==> src/rtl/riscv_bram_lsu_if.sv <==
// CPU data-port request/response and byte-wide BRAM port bundle for riscv_bram_lsu.
// slave = the load/store sequencer side, master = CPU plus BRAM side.
interface riscv_bram_lsu_if #(
  parameter int ADDR_LENGTH = 32
);
  logic                   req_valid;
  logic                   req_ready;
  logic                   req_we;
  logic [2:0]             req_funct3;
  logic [ADDR_LENGTH-1:0] req_addr;
  logic [31:0]            req_wdata;
  logic                   resp_valid;
  logic                   resp_err;
  logic [31:0]            resp_rdata;
  logic                   mem_write_en;
  logic [ADDR_LENGTH-1:0] mem_waddr;
  logic [7:0]             mem_wdata;
  logic [ADDR_LENGTH-1:0] mem_raddr;
  logic [7:0]             mem_rdata;

  modport slave (
    input  req_valid, req_we, req_funct3, req_addr, req_wdata, mem_rdata,
    output req_ready, resp_valid, resp_err, resp_rdata,
    output mem_write_en, mem_waddr, mem_wdata, mem_raddr
  );

  modport master (
    output req_valid, req_we, req_funct3, req_addr, req_wdata, mem_rdata,
    input  req_ready, resp_valid, resp_err, resp_rdata,
    input  mem_write_en, mem_waddr, mem_wdata, mem_raddr
  );
endinterface

==> src/rtl/riscv_bram_lsu.sv <==
// Splits one RV32I load/store into 1/2/4 little-endian byte accesses; response n+1 cycles
// after accept (1 on error); req_ready only in IDLE, so a busy block ignores req_valid.
module riscv_bram_lsu #(
  parameter int ADDR_LENGTH = 32
) (
  input  logic             clk,
  input  logic             rst_n,
  riscv_bram_lsu_if.slave  bus
);

  typedef enum logic [1:0] {IDLE, ACCESS, RESP} state_t;

  state_t                 r_state;
  state_t                 w_next;
  logic                   r_we;
  logic [2:0]             r_funct3;
  logic [ADDR_LENGTH-1:0] r_addr;
  logic [ADDR_LENGTH-1:0] r_raddr;
  logic [31:0]            r_wdata;
  logic [31:0]            r_data;
  logic [1:0]             r_idx;
  logic                   r_err;

  logic                   w_accept;
  logic                   w_illegal;
  logic                   w_misaligned;
  logic                   w_last;
  logic [ADDR_LENGTH-1:0] w_cur_addr;
  logic [31:0]            w_load;

  assign w_accept = bus.req_valid && (r_state == IDLE);

  // funct3 4/5 are load-only; 6/7 and any width code 3 are never legal
  assign w_illegal = (bus.req_funct3[1:0] == 2'd3) ||
                     (bus.req_funct3[2] && (bus.req_we || bus.req_funct3[1]));
  assign w_misaligned = ((bus.req_funct3[1:0] == 2'd1) && bus.req_addr[0]) ||
                        ((bus.req_funct3[1:0] == 2'd2) && (bus.req_addr[1:0] != 2'd0));

  assign w_last     = (r_idx == (r_funct3[1] ? 2'd3 : {1'b0, r_funct3[0]}));
  assign w_cur_addr = r_addr + ADDR_LENGTH'(r_idx);

  always_comb begin
    w_load = r_data;
    case (r_funct3)
      3'd0:    w_load = {{24{r_data[7]}}, r_data[7:0]};
      3'd1:    w_load = {{16{r_data[15]}}, r_data[15:0]};
      3'd4:    w_load = {24'h0, r_data[7:0]};
      3'd5:    w_load = {16'h0, r_data[15:0]};
      default: w_load = r_data;
    endcase
  end

  always_ff @(posedge clk or negedge rst_n) begin
    if (!rst_n) begin
      r_state <= IDLE;
    end else begin
      r_state <= w_next;
    end
  end

  always_comb begin
    w_next           = r_state;
    bus.req_ready    = 1'b0;
    bus.resp_valid   = 1'b0;
    bus.resp_err     = 1'b0;
    bus.resp_rdata   = 32'h0;
    bus.mem_write_en = 1'b0;
    bus.mem_waddr    = w_cur_addr;
    bus.mem_wdata    = r_wdata[{r_idx, 3'b000} +: 8];
    bus.mem_raddr    = r_raddr;
    case (r_state)
      IDLE: begin
        bus.req_ready = 1'b1;
        if (w_accept) begin
          w_next = (w_illegal || w_misaligned) ? RESP : ACCESS;
        end
      end
      ACCESS: begin
        bus.mem_write_en = r_we;
        if (!r_we) begin
          bus.mem_raddr = w_cur_addr;
        end
        if (w_last) begin
          w_next = RESP;
        end
      end
      RESP: begin
        bus.resp_valid = 1'b1;
        bus.resp_err   = r_err;
        bus.resp_rdata = (r_err || r_we) ? 32'h0 : w_load;
        w_next         = IDLE;
      end
      default: w_next = IDLE;
    endcase
  end

  always_ff @(posedge clk or negedge rst_n) begin
    if (!rst_n) begin
      r_we     <= 1'b0;
      r_funct3 <= 3'd0;
      r_addr   <= '0;
      r_raddr  <= '0;
      r_wdata  <= 32'h0;
      r_data   <= 32'h0;
      r_idx    <= 2'd0;
      r_err    <= 1'b0;
    end else if (r_state == IDLE) begin
      if (w_accept) begin
        r_we     <= bus.req_we;
        r_funct3 <= bus.req_funct3;
        r_addr   <= bus.req_addr;
        r_wdata  <= bus.req_wdata;
        r_data   <= 32'h0;
        r_idx    <= 2'd0;
        r_err    <= w_illegal || w_misaligned;
      end
    end else if (r_state == ACCESS) begin
      if (!r_we) begin
        r_data[{r_idx, 3'b000} +: 8] <= bus.mem_rdata;
        r_raddr                      <= w_cur_addr;
      end
      r_idx <= w_last ? 2'd0 : r_idx + 2'd1;
    end
  end

endmodule

==> src/flat_wrapper.sv <==
// flat-port wrapper written by rule: the top's interface ports become plain ports
module riscv_bram_lsu_flat 
#(
  parameter int ADDR_LENGTH = 32
)
  (clk, rst_n, bus_req_valid, bus_req_we, bus_req_funct3, bus_req_addr, bus_req_wdata, bus_mem_rdata, bus_req_ready, bus_resp_valid, bus_resp_err, bus_resp_rdata, bus_mem_write_en, bus_mem_waddr, bus_mem_wdata, bus_mem_raddr);
  riscv_bram_lsu_if #(.ADDR_LENGTH(ADDR_LENGTH)) bus_i ();
  input  logic clk;
  input  logic rst_n;
  input wire logic [$bits(bus_i.req_valid)-1:0] bus_req_valid;
  input wire logic [$bits(bus_i.req_we)-1:0] bus_req_we;
  input wire logic [$bits(bus_i.req_funct3)-1:0] bus_req_funct3;
  input wire logic [$bits(bus_i.req_addr)-1:0] bus_req_addr;
  input wire logic [$bits(bus_i.req_wdata)-1:0] bus_req_wdata;
  input wire logic [$bits(bus_i.mem_rdata)-1:0] bus_mem_rdata;
  output wire logic [$bits(bus_i.req_ready)-1:0] bus_req_ready;
  output wire logic [$bits(bus_i.resp_valid)-1:0] bus_resp_valid;
  output wire logic [$bits(bus_i.resp_err)-1:0] bus_resp_err;
  output wire logic [$bits(bus_i.resp_rdata)-1:0] bus_resp_rdata;
  output wire logic [$bits(bus_i.mem_write_en)-1:0] bus_mem_write_en;
  output wire logic [$bits(bus_i.mem_waddr)-1:0] bus_mem_waddr;
  output wire logic [$bits(bus_i.mem_wdata)-1:0] bus_mem_wdata;
  output wire logic [$bits(bus_i.mem_raddr)-1:0] bus_mem_raddr;
  assign bus_i.req_valid = bus_req_valid;
  assign bus_i.req_we = bus_req_we;
  assign bus_i.req_funct3 = bus_req_funct3;
  assign bus_i.req_addr = bus_req_addr;
  assign bus_i.req_wdata = bus_req_wdata;
  assign bus_i.mem_rdata = bus_mem_rdata;
  assign bus_req_ready = bus_i.req_ready;
  assign bus_resp_valid = bus_i.resp_valid;
  assign bus_resp_err = bus_i.resp_err;
  assign bus_resp_rdata = bus_i.resp_rdata;
  assign bus_mem_write_en = bus_i.mem_write_en;
  assign bus_mem_waddr = bus_i.mem_waddr;
  assign bus_mem_wdata = bus_i.mem_wdata;
  assign bus_mem_raddr = bus_i.mem_raddr;
  riscv_bram_lsu #(.ADDR_LENGTH(ADDR_LENGTH)) u_core (.clk(clk), .rst_n(rst_n), .bus(bus_i));
endmodule
==> config.mk <==
export PLATFORM = sky130hd
export DESIGN_NAME = riscv_bram_lsu_flat
export DESIGN_NICKNAME = d
export VERILOG_FILES = /design/src/rtl/riscv_bram_lsu_if.sv /design/src/rtl/riscv_bram_lsu.sv /design/src/flat_wrapper.sv
export SDC_FILE = /design/constraint.sdc
export NUM_CORES = 1
export LEC_CHECK = 0
export CAP_MARGIN = 15
export CELL_PAD_IN_SITES_DETAIL_PLACEMENT = 1
export CELL_PAD_IN_SITES_GLOBAL_PLACEMENT = 1
export CORE_MARGIN = 4
export CORE_UTILIZATION = 25
export DETAILED_ROUTE_END_ITERATION = 6
export PLACE_DENSITY_LB_ADDON = 0.12
export SYNTH_ARGS = -nofsm -noshare
export SYNTH_HDL_FRONTEND = slang
export SYNTH_SLANG_ARGS = --single-unit
export TNS_END_PERCENT = 100
==> constraint.sdc <==
create_clock -name clk -period 2.5 [get_ports clk]
set_input_delay 0.25 -clock clk [delete_from_list [all_inputs] [get_ports clk]]
set_output_delay 0.25 -clock clk [all_outputs]
set_load 0.01 [all_outputs]
==> results of run 1 <==
-- routing by layer --
layer	GRT usage	vias to the layer above
li1	-	3030
met2	0.251	143
met5	0	-
met4	0.0323	2
met1	0.220	3065
met3	0.0356	13
-- critical path: stages, from the launching register on --
cell and delay, ns:
dfrtp_1 0.36, ha_2 0.19, inv_2 0.04, fa_2 0.39, nand2b_4 0.18, buf_6 0.14, buf_6 0.11, nor4_4 0.21
xor2_2 0.25, nand2_1 0.12, nand2_1 0.10, buf_6 0.11
-- cell families after synthesis --
group	after synthesis
AND/OR/NAND/NOR	355
buffers and inverters	61
multiplexers	53
AO/OA/AOI/OAI	83
flip-flops	137
adder cells (fa/ha/maj)	7
XOR/XNOR	30
-- power by group --
group	total (mW)	internal, mW	leakage [nW]	switching (mW)
Clock	2.61	1.52	0.294	1.09
Sequential	3.64	3.08	1.75	0.569
Combinational	6.68	3.56	3.69	3.12
Total	12.9	8.16	5.73	4.78
-- stage by stage --
step / util / hold slack, ns
finish: 0.422 / 0.350
global route: 0.422 / 0.341
CTS: 0.414 / 0.335
detailed placement: 0.364 / 0.280
global placement: 0.364 / 0.283
floorplan: - / -0.0456
-- how the worst min path moves through the flow --
stage / slack [ns] / end / start
after detailed placement: 0.28 / u_core.r_raddr[9]$_DFFE_PN0N_ / rst_n
final: 0.35 / u_core.r_wdata[17]$_DFFE_PN0P_ / bus_req_wdata[17]
after global routing: 0.34 / u_core.r_wdata[25]$_DFFE_PN0P_ / bus_req_wdata[25]
after global placement: 0.28 / u_core.r_raddr[9]$_DFFE_PN0N_ / rst_n
after CTS: 0.34 / u_core.r_wdata[27]$_DFFE_PN0P_ / bus_req_wdata[27]
after floorplan: -0.05 / u_core.r_addr[0]$_DFFE_PN0P_ / rst_n
-- timing repair --
item / in CTS / in global routing
hold buffers: 1 / 0
endpoints found under the hold margin: 58 / 0
gates resized for setup: 364 / 65
pin swaps: 41 / 24
gates cloned: 1 / 0
setup endpoints to repair: 86 / 80
setup buffers: 30 / 12
-- synth_stat cells (all sizes together), types with 11 or more instances --
library cell / instances / area, um^2
nand2: 261 / 982
dfrtp: 137 / 3430
mux2: 44 / 495
a21oi: 28 / 140
clkbuf: 27 / 101
a22o: 24 / 210
o21ai: 24 / 120
inv: 23 / 86.3
xnor2: 22 / 193
nand3: 20 / 113
nand4: 14 / 93.8
and2: 12 / 75.1
buf: 11 / 51.3
-- cell type report --
class,count,area (um^2),area share
Antenna cell,1,2.50,0.000219
Clock buffer,18,439,0.0385
Clock inverter,14,163,0.0143
Inverter,23,86.3,0.00757
Multi-Input combinational cell,528,3850,0.338
Sequential cell,137,3430,0.301
Tap cell,341,427,0.0374
Timing Repair Buffer,312,3000,0.263
-- registers in the layout, summed over array words and instances (netlist names) --
signal	cells
u_core.r_addr	32
u_core.r_data	32
u_core.r_err	1
u_core.r_funct3	3
u_core.r_idx	2
u_core.r_raddr	32
u_core.r_state	2
u_core.r_wdata	32
u_core.r_we	1
==> results.sh, run 1 <==
export IMPL_fin_crit_sh=1.15
export IMPL_cts_buffers=17
export IMPL_rows=60
export IMPL_place_hpwl_mm=16.5
export IMPL_rsz0062_at_grt="true"
export IMPL_grt_max_degree=71
export IMPL_dp_slack_ns=-0.363
export IMPL_slew_viol_final=0
export IMPL_synth_compound_area_frac=0.0762
export IMPL_max_freq_mhz=346
export IMPL_overflow=0
export IMPL_violations="setup timing"
export IMPL_core_um2=27000
export IMPL_final_cell_mix="nand2_1 (250), dfrtp_1 (135), clkdlybuf4s50_1 (101)"
export IMPL_synth_top_family_by_area="simple AND/OR/NAND/NOR gates"
export IMPL_whs_path_depth=3
export IMPL_drc_errors=0
export IMPL_crit_arrival_ns=2.64
export IMPL_drive_gt1_frac=0.333
export IMPL_met2_length_mm=11.4
export IMPL_antenna_found_initial=1
export IMPL_cp_max_fo=4
export IMPL_start_kind="flip-flop"
export IMPL_rr_endpoint="u_core.r_raddr[12]$_DFFE_PN0N_"
export IMPL_power_density_nw_per_um2=1130
export IMPL_final_nets=1105
export IMPL_drtPass1Iterations=4
export IMPL_grt_pass1_vias=6723
export IMPL_final_cells=1374
export IMPL_clockRootBuffer="clkbuf_16"
export IMPL_timing_max_cap_violations=0
export IMPL_cts_tree="done"
export IMPL_ys_types=47
export IMPL_syn_area_um2=6880
export IMPL_syn_inst=726
export IMPL_power_mw=12.9
export IMPL_yosysWarnings=0
export IMPL_clk_transition_reported_paths_ns=0.07
export IMPL_clock_skew_ns=0.0131
export IMPL_die_y_um=174
export IMPL_min_path_type="primary input to flip-flop"
export IMPL_clock_latency_ns=0.42
export IMPL_cp_end_kind="output pin"
export IMPL_wl_mm=23.7
export IMPL_final_common_cell="nand2_1"
export IMPL_synth_edff_count=0
export IMPL_slew_headroom=0.579
export IMPL_synthSimpleGateAreaFrac=0.239
export IMPL_required_ns=2.25
export IMPL_area_growth_pct=65.8
export IMPL_status="complete, but fails checks"
export IMPL_setup_tns_ns=-8.31
export IMPL_cts_max_level=4
export IMPL_placed_area_um2=9850
export IMPL_top_layer="met5"
export IMPL_gp_congestion=0.745
export IMPL_r2r_slack_ns=0.08
export IMPL_synth_fa_ha_area_frac=0.0138
export IMPL_seq_area_frac_synth=0.498
export IMPL_clkSinkCount=137
export IMPL_fillers=3017
export IMPL_setup_ws_ns=-0.386
export IMPL_setup_violations_final=45
export IMPL_synthXorXnorAreaFrac=0.0382
export IMPL_cellLeakagePower_nw=5.73
export IMPL_crit_type="flip-flop to output pin"
export IMPL_wl_met3_um=900
export IMPL_ys_ff_latch=137
export IMPL_drt_first_iter_violations=185
export IMPL_drt_antenna_violating_nets=0
export IMPL_report_final_hold_viol_count=0
export IMPL_vias=6253
export IMPL_synth_mux_area_frac=0.0997
export IMPL_startpoint="u_core.r_addr[0]$_DFFE_PN0P_"
export IMPL_synth_ff_type="dfrtp_1"
export IMPL_grt_pass1_wl_mm=37.9
export IMPL_drt_met1_wl_mm=11.3
export IMPL_place_port_buffers=186
export IMPL_dieWidth_um=174
export IMPL_die_area_um2=30200
export IMPL_crit_end="bus_mem_raddr[12]"
export IMPL_synth_avg_cell_area_um2=9.48
export IMPL_peakVddDrop_uv=380
export IMPL_wl_per_cell_um=17.3
export IMPL_worst_pin_slew_ns=0.632
export IMPL_viasPerCell=4.55
export IMPL_grt_use_total=0.157
export IMPL_ioPinCount=187
export IMPL_initial_core_util=0.255
export IMPL_syn_nets=812
export IMPL_reg2regPathDepth=13
export IMPL_min_period_ns=2.89
export IMPL_final_area_um2=11400
export IMPL_cts_buffer_depth=2
export IMPL_async_flop_share=1.00
export IMPL_dp_cells=1309
export IMPL_r2r_start="u_core.r_addr[0]$_DFFE_PN0P_"
No activity file was read; power rests on OpenSTA's default activity.
==> run 2: changes to the inputs <==
- CORE_UTILIZATION: 25 -> 33
==> results.sh, run 2 (synthesis results as in run 1) <==
export IMPL_status="complete, but fails checks"
export IMPL_violations="setup timing"
export IMPL_die_y_um=152
export IMPL_drt_first_iter_violations=183
export IMPL_grt_max_degree=64
export IMPL_cpMostUsedCell="buf_4"
export IMPL_slowest_delay_ns=0.39
export IMPL_report_final_hold_viol_count=0
export IMPL_initial_core_util=0.338
export IMPL_core_um2=20400
export IMPL_multi_input_area_um2=3800
export IMPL_drtPass1Iterations=4
export IMPL_crit_arrival_ns=2.74
export IMPL_critPathSlowestCell="dfrtp_2"
export IMPL_max_freq_mhz=334
export IMPL_min_period_ns=2.99
export IMPL_cts_tree="done"
export IMPL_viasPerCell=4.89
export IMPL_overflow=0
export IMPL_setup_tns_ns=-12.61
export IMPL_dieWidth_um=152
export IMPL_grt_pass1_vias=7093
export IMPL_final_common_cell="nand2_1"
export IMPL_final_nets=1107
export IMPL_grt_pass1_wl_mm=38.7
export IMPL_cts_buffer_depth=2
export IMPL_area_growth_pct=63.3
export IMPL_final_cell_mix="nand2_1 (251), dfrtp_1 (133), buf_4 (101)"
export IMPL_cp_max_fo=5
export IMPL_fillers=2254
export IMPL_clock_latency_ns=0.42
export IMPL_slew_headroom=0.578
export IMPL_cts_buffers=17
export IMPL_power_mw=13.1
export IMPL_ioPinCount=187
export IMPL_rsz0062_at_grt="true"
export IMPL_n_antenna_cell=0
export IMPL_required_ns=2.25
export IMPL_dp_slack_ns=-0.494
export IMPL_clk_transition_reported_paths_ns=0.06
export IMPL_start_kind="flip-flop"
export IMPL_place_port_buffers=186
export IMPL_vias=6362
export IMPL_cp_end_kind="output pin"
export IMPL_place_hpwl_mm=16.3
export IMPL_cellLeakagePower_nw=5.63
export IMPL_drive_gt1_frac=0.336
export IMPL_clock_skew_ns=0.00962
export IMPL_crit_type="flip-flop to output pin"
export IMPL_drt_antenna_violating_nets=0
export IMPL_final_area_um2=11200
export IMPL_wl_per_cell_um=18.5
export IMPL_power_density_nw_per_um2=1160
export IMPL_clockRootBuffer="clkbuf_16"
export IMPL_fin_crit_sh=1.20
export IMPL_clkSinkCount=137
export IMPL_antenna_found_initial=1
export IMPL_rows=52
export IMPL_drc_errors=0
export IMPL_cts_max_level=4
export IMPL_fin_hold_ws_ns=0.358
export IMPL_die_area_um2=23200
export IMPL_setup_violations_final=53
export IMPL_slew_viol_final=0
export IMPL_setup_ws_ns=-0.492
export IMPL_min_path_type="primary input to flip-flop"
export IMPL_grt_use_total=0.205
export IMPL_peakVddDrop_uv=695
export IMPL_worst_pin_slew_ns=0.632
export IMPL_wl_mm=24.0
export IMPL_path_cells="ha_4, inv_2, fa_2, nand2b_4, nor4_4, buf_4, nand4_1, xnor2_2, buf_4, mux2_4, buf_6"
export IMPL_timing_max_cap_violations=0
export IMPL_regArea_um2=3430
export IMPL_gp_congestion=0.835
export IMPL_placed_area_um2=9650
## run 2: cell types whose count changed in the layout (fill, tap and decap cells not counted), moves of 4 or more
cell            delta
xnor2_2            +4
buf_4              +4
dlymetal6s2s_1     -6
dlygate4sd2_1      +9
xnor2_4            -4
## run 2: critical path: cells and delay by family, from the launching register on
| family | cells | cell delay (ns) |
|---|---|---|
| buffers and inverters | 4 | 0.51 |
| XOR/XNOR | 1 | 0.18 |
| multiplexers | 1 | 0.27 |
| AND/OR/NAND/NOR | 3 | 0.49 |
| flip-flops | 1 | 0.39 |
| adder cells (fa/ha/maj) | 2 | 0.48 |
## run 2: layout make-up
cell class,instances,share of cell area
multi-input combinational,528,0.338
clock inverter,11,0.0153
sequential,137,0.306
timing repair buffer,314,0.263
tap,270,0.0301
clock buffer,19,0.0403
inverter,23,0.00769
## run 2: metal layers
metal  up-vias  global-route usage  part of all wire  wire length, um
met1      3151               0.258              0.43            10400
met3        34              0.0369             0.037              878
met5         -                   0           0.00050               12
met4         2              0.0586             0.018              430
li1       3018                   -                 -                -
met2       157               0.363              0.51            12400
## run 2: where the power goes
group / switching, mW / internal, mW / total, mW / leakage [nW]
clock: 0.992 / 1.71 / 2.71 / 0.301
combinational: 3.14 / 3.50 / 6.65 / 3.58
sequential: 0.648 / 3.08 / 3.73 / 1.75
## run 2: path summary, 6_finish.rpt
| check | from | cells after the start | end | slack [ns] |
|---|---|---|---|---|
| setup / recovery | u_core.r_idx[0]$_DFFE_PN0P_ | 11 | bus_mem_raddr[30] | -0.49 |
| hold / removal | bus_req_wdata[26] | 3 | u_core.r_wdata[26]$_DFFE_PN0P_ | 0.36 |
| setup reg to reg | u_core.r_idx[0]$_DFFE_PN0P_ | 12 | u_core.r_raddr[24]$_DFFE_PN0N_ | 0 |
| hold reg to reg | u_core.r_raddr[2]$_DFFE_PN0N_ | 2 | u_core.r_raddr[2]$_DFFE_PN0N_ | 0.47 |
| max in group asynchronous | rst_n | 3 | u_core.r_data[16]$_DFFE_PN0P_ | 1.29 |
| min in group asynchronous | rst_n | 2 | u_core.r_raddr[10]$_DFFE_PN0N_ | 0.39 |
## run 2: metrics by stage
step	util	cells
floorplan	-	726
global placement	0.474	1225
detailed placement	0.474	1225
CTS	0.537	1284
global route	0.551	1302
finish	0.551	1302
## run 2: timing repair
item	in CTS	in global routing
pin swaps	44	31
setup endpoints to repair	87	76
resized for setup	353	59
buffers inserted	28	24
hold buffers	1	0
endpoints found under the hold margin	61	0
gates cloned	1	0
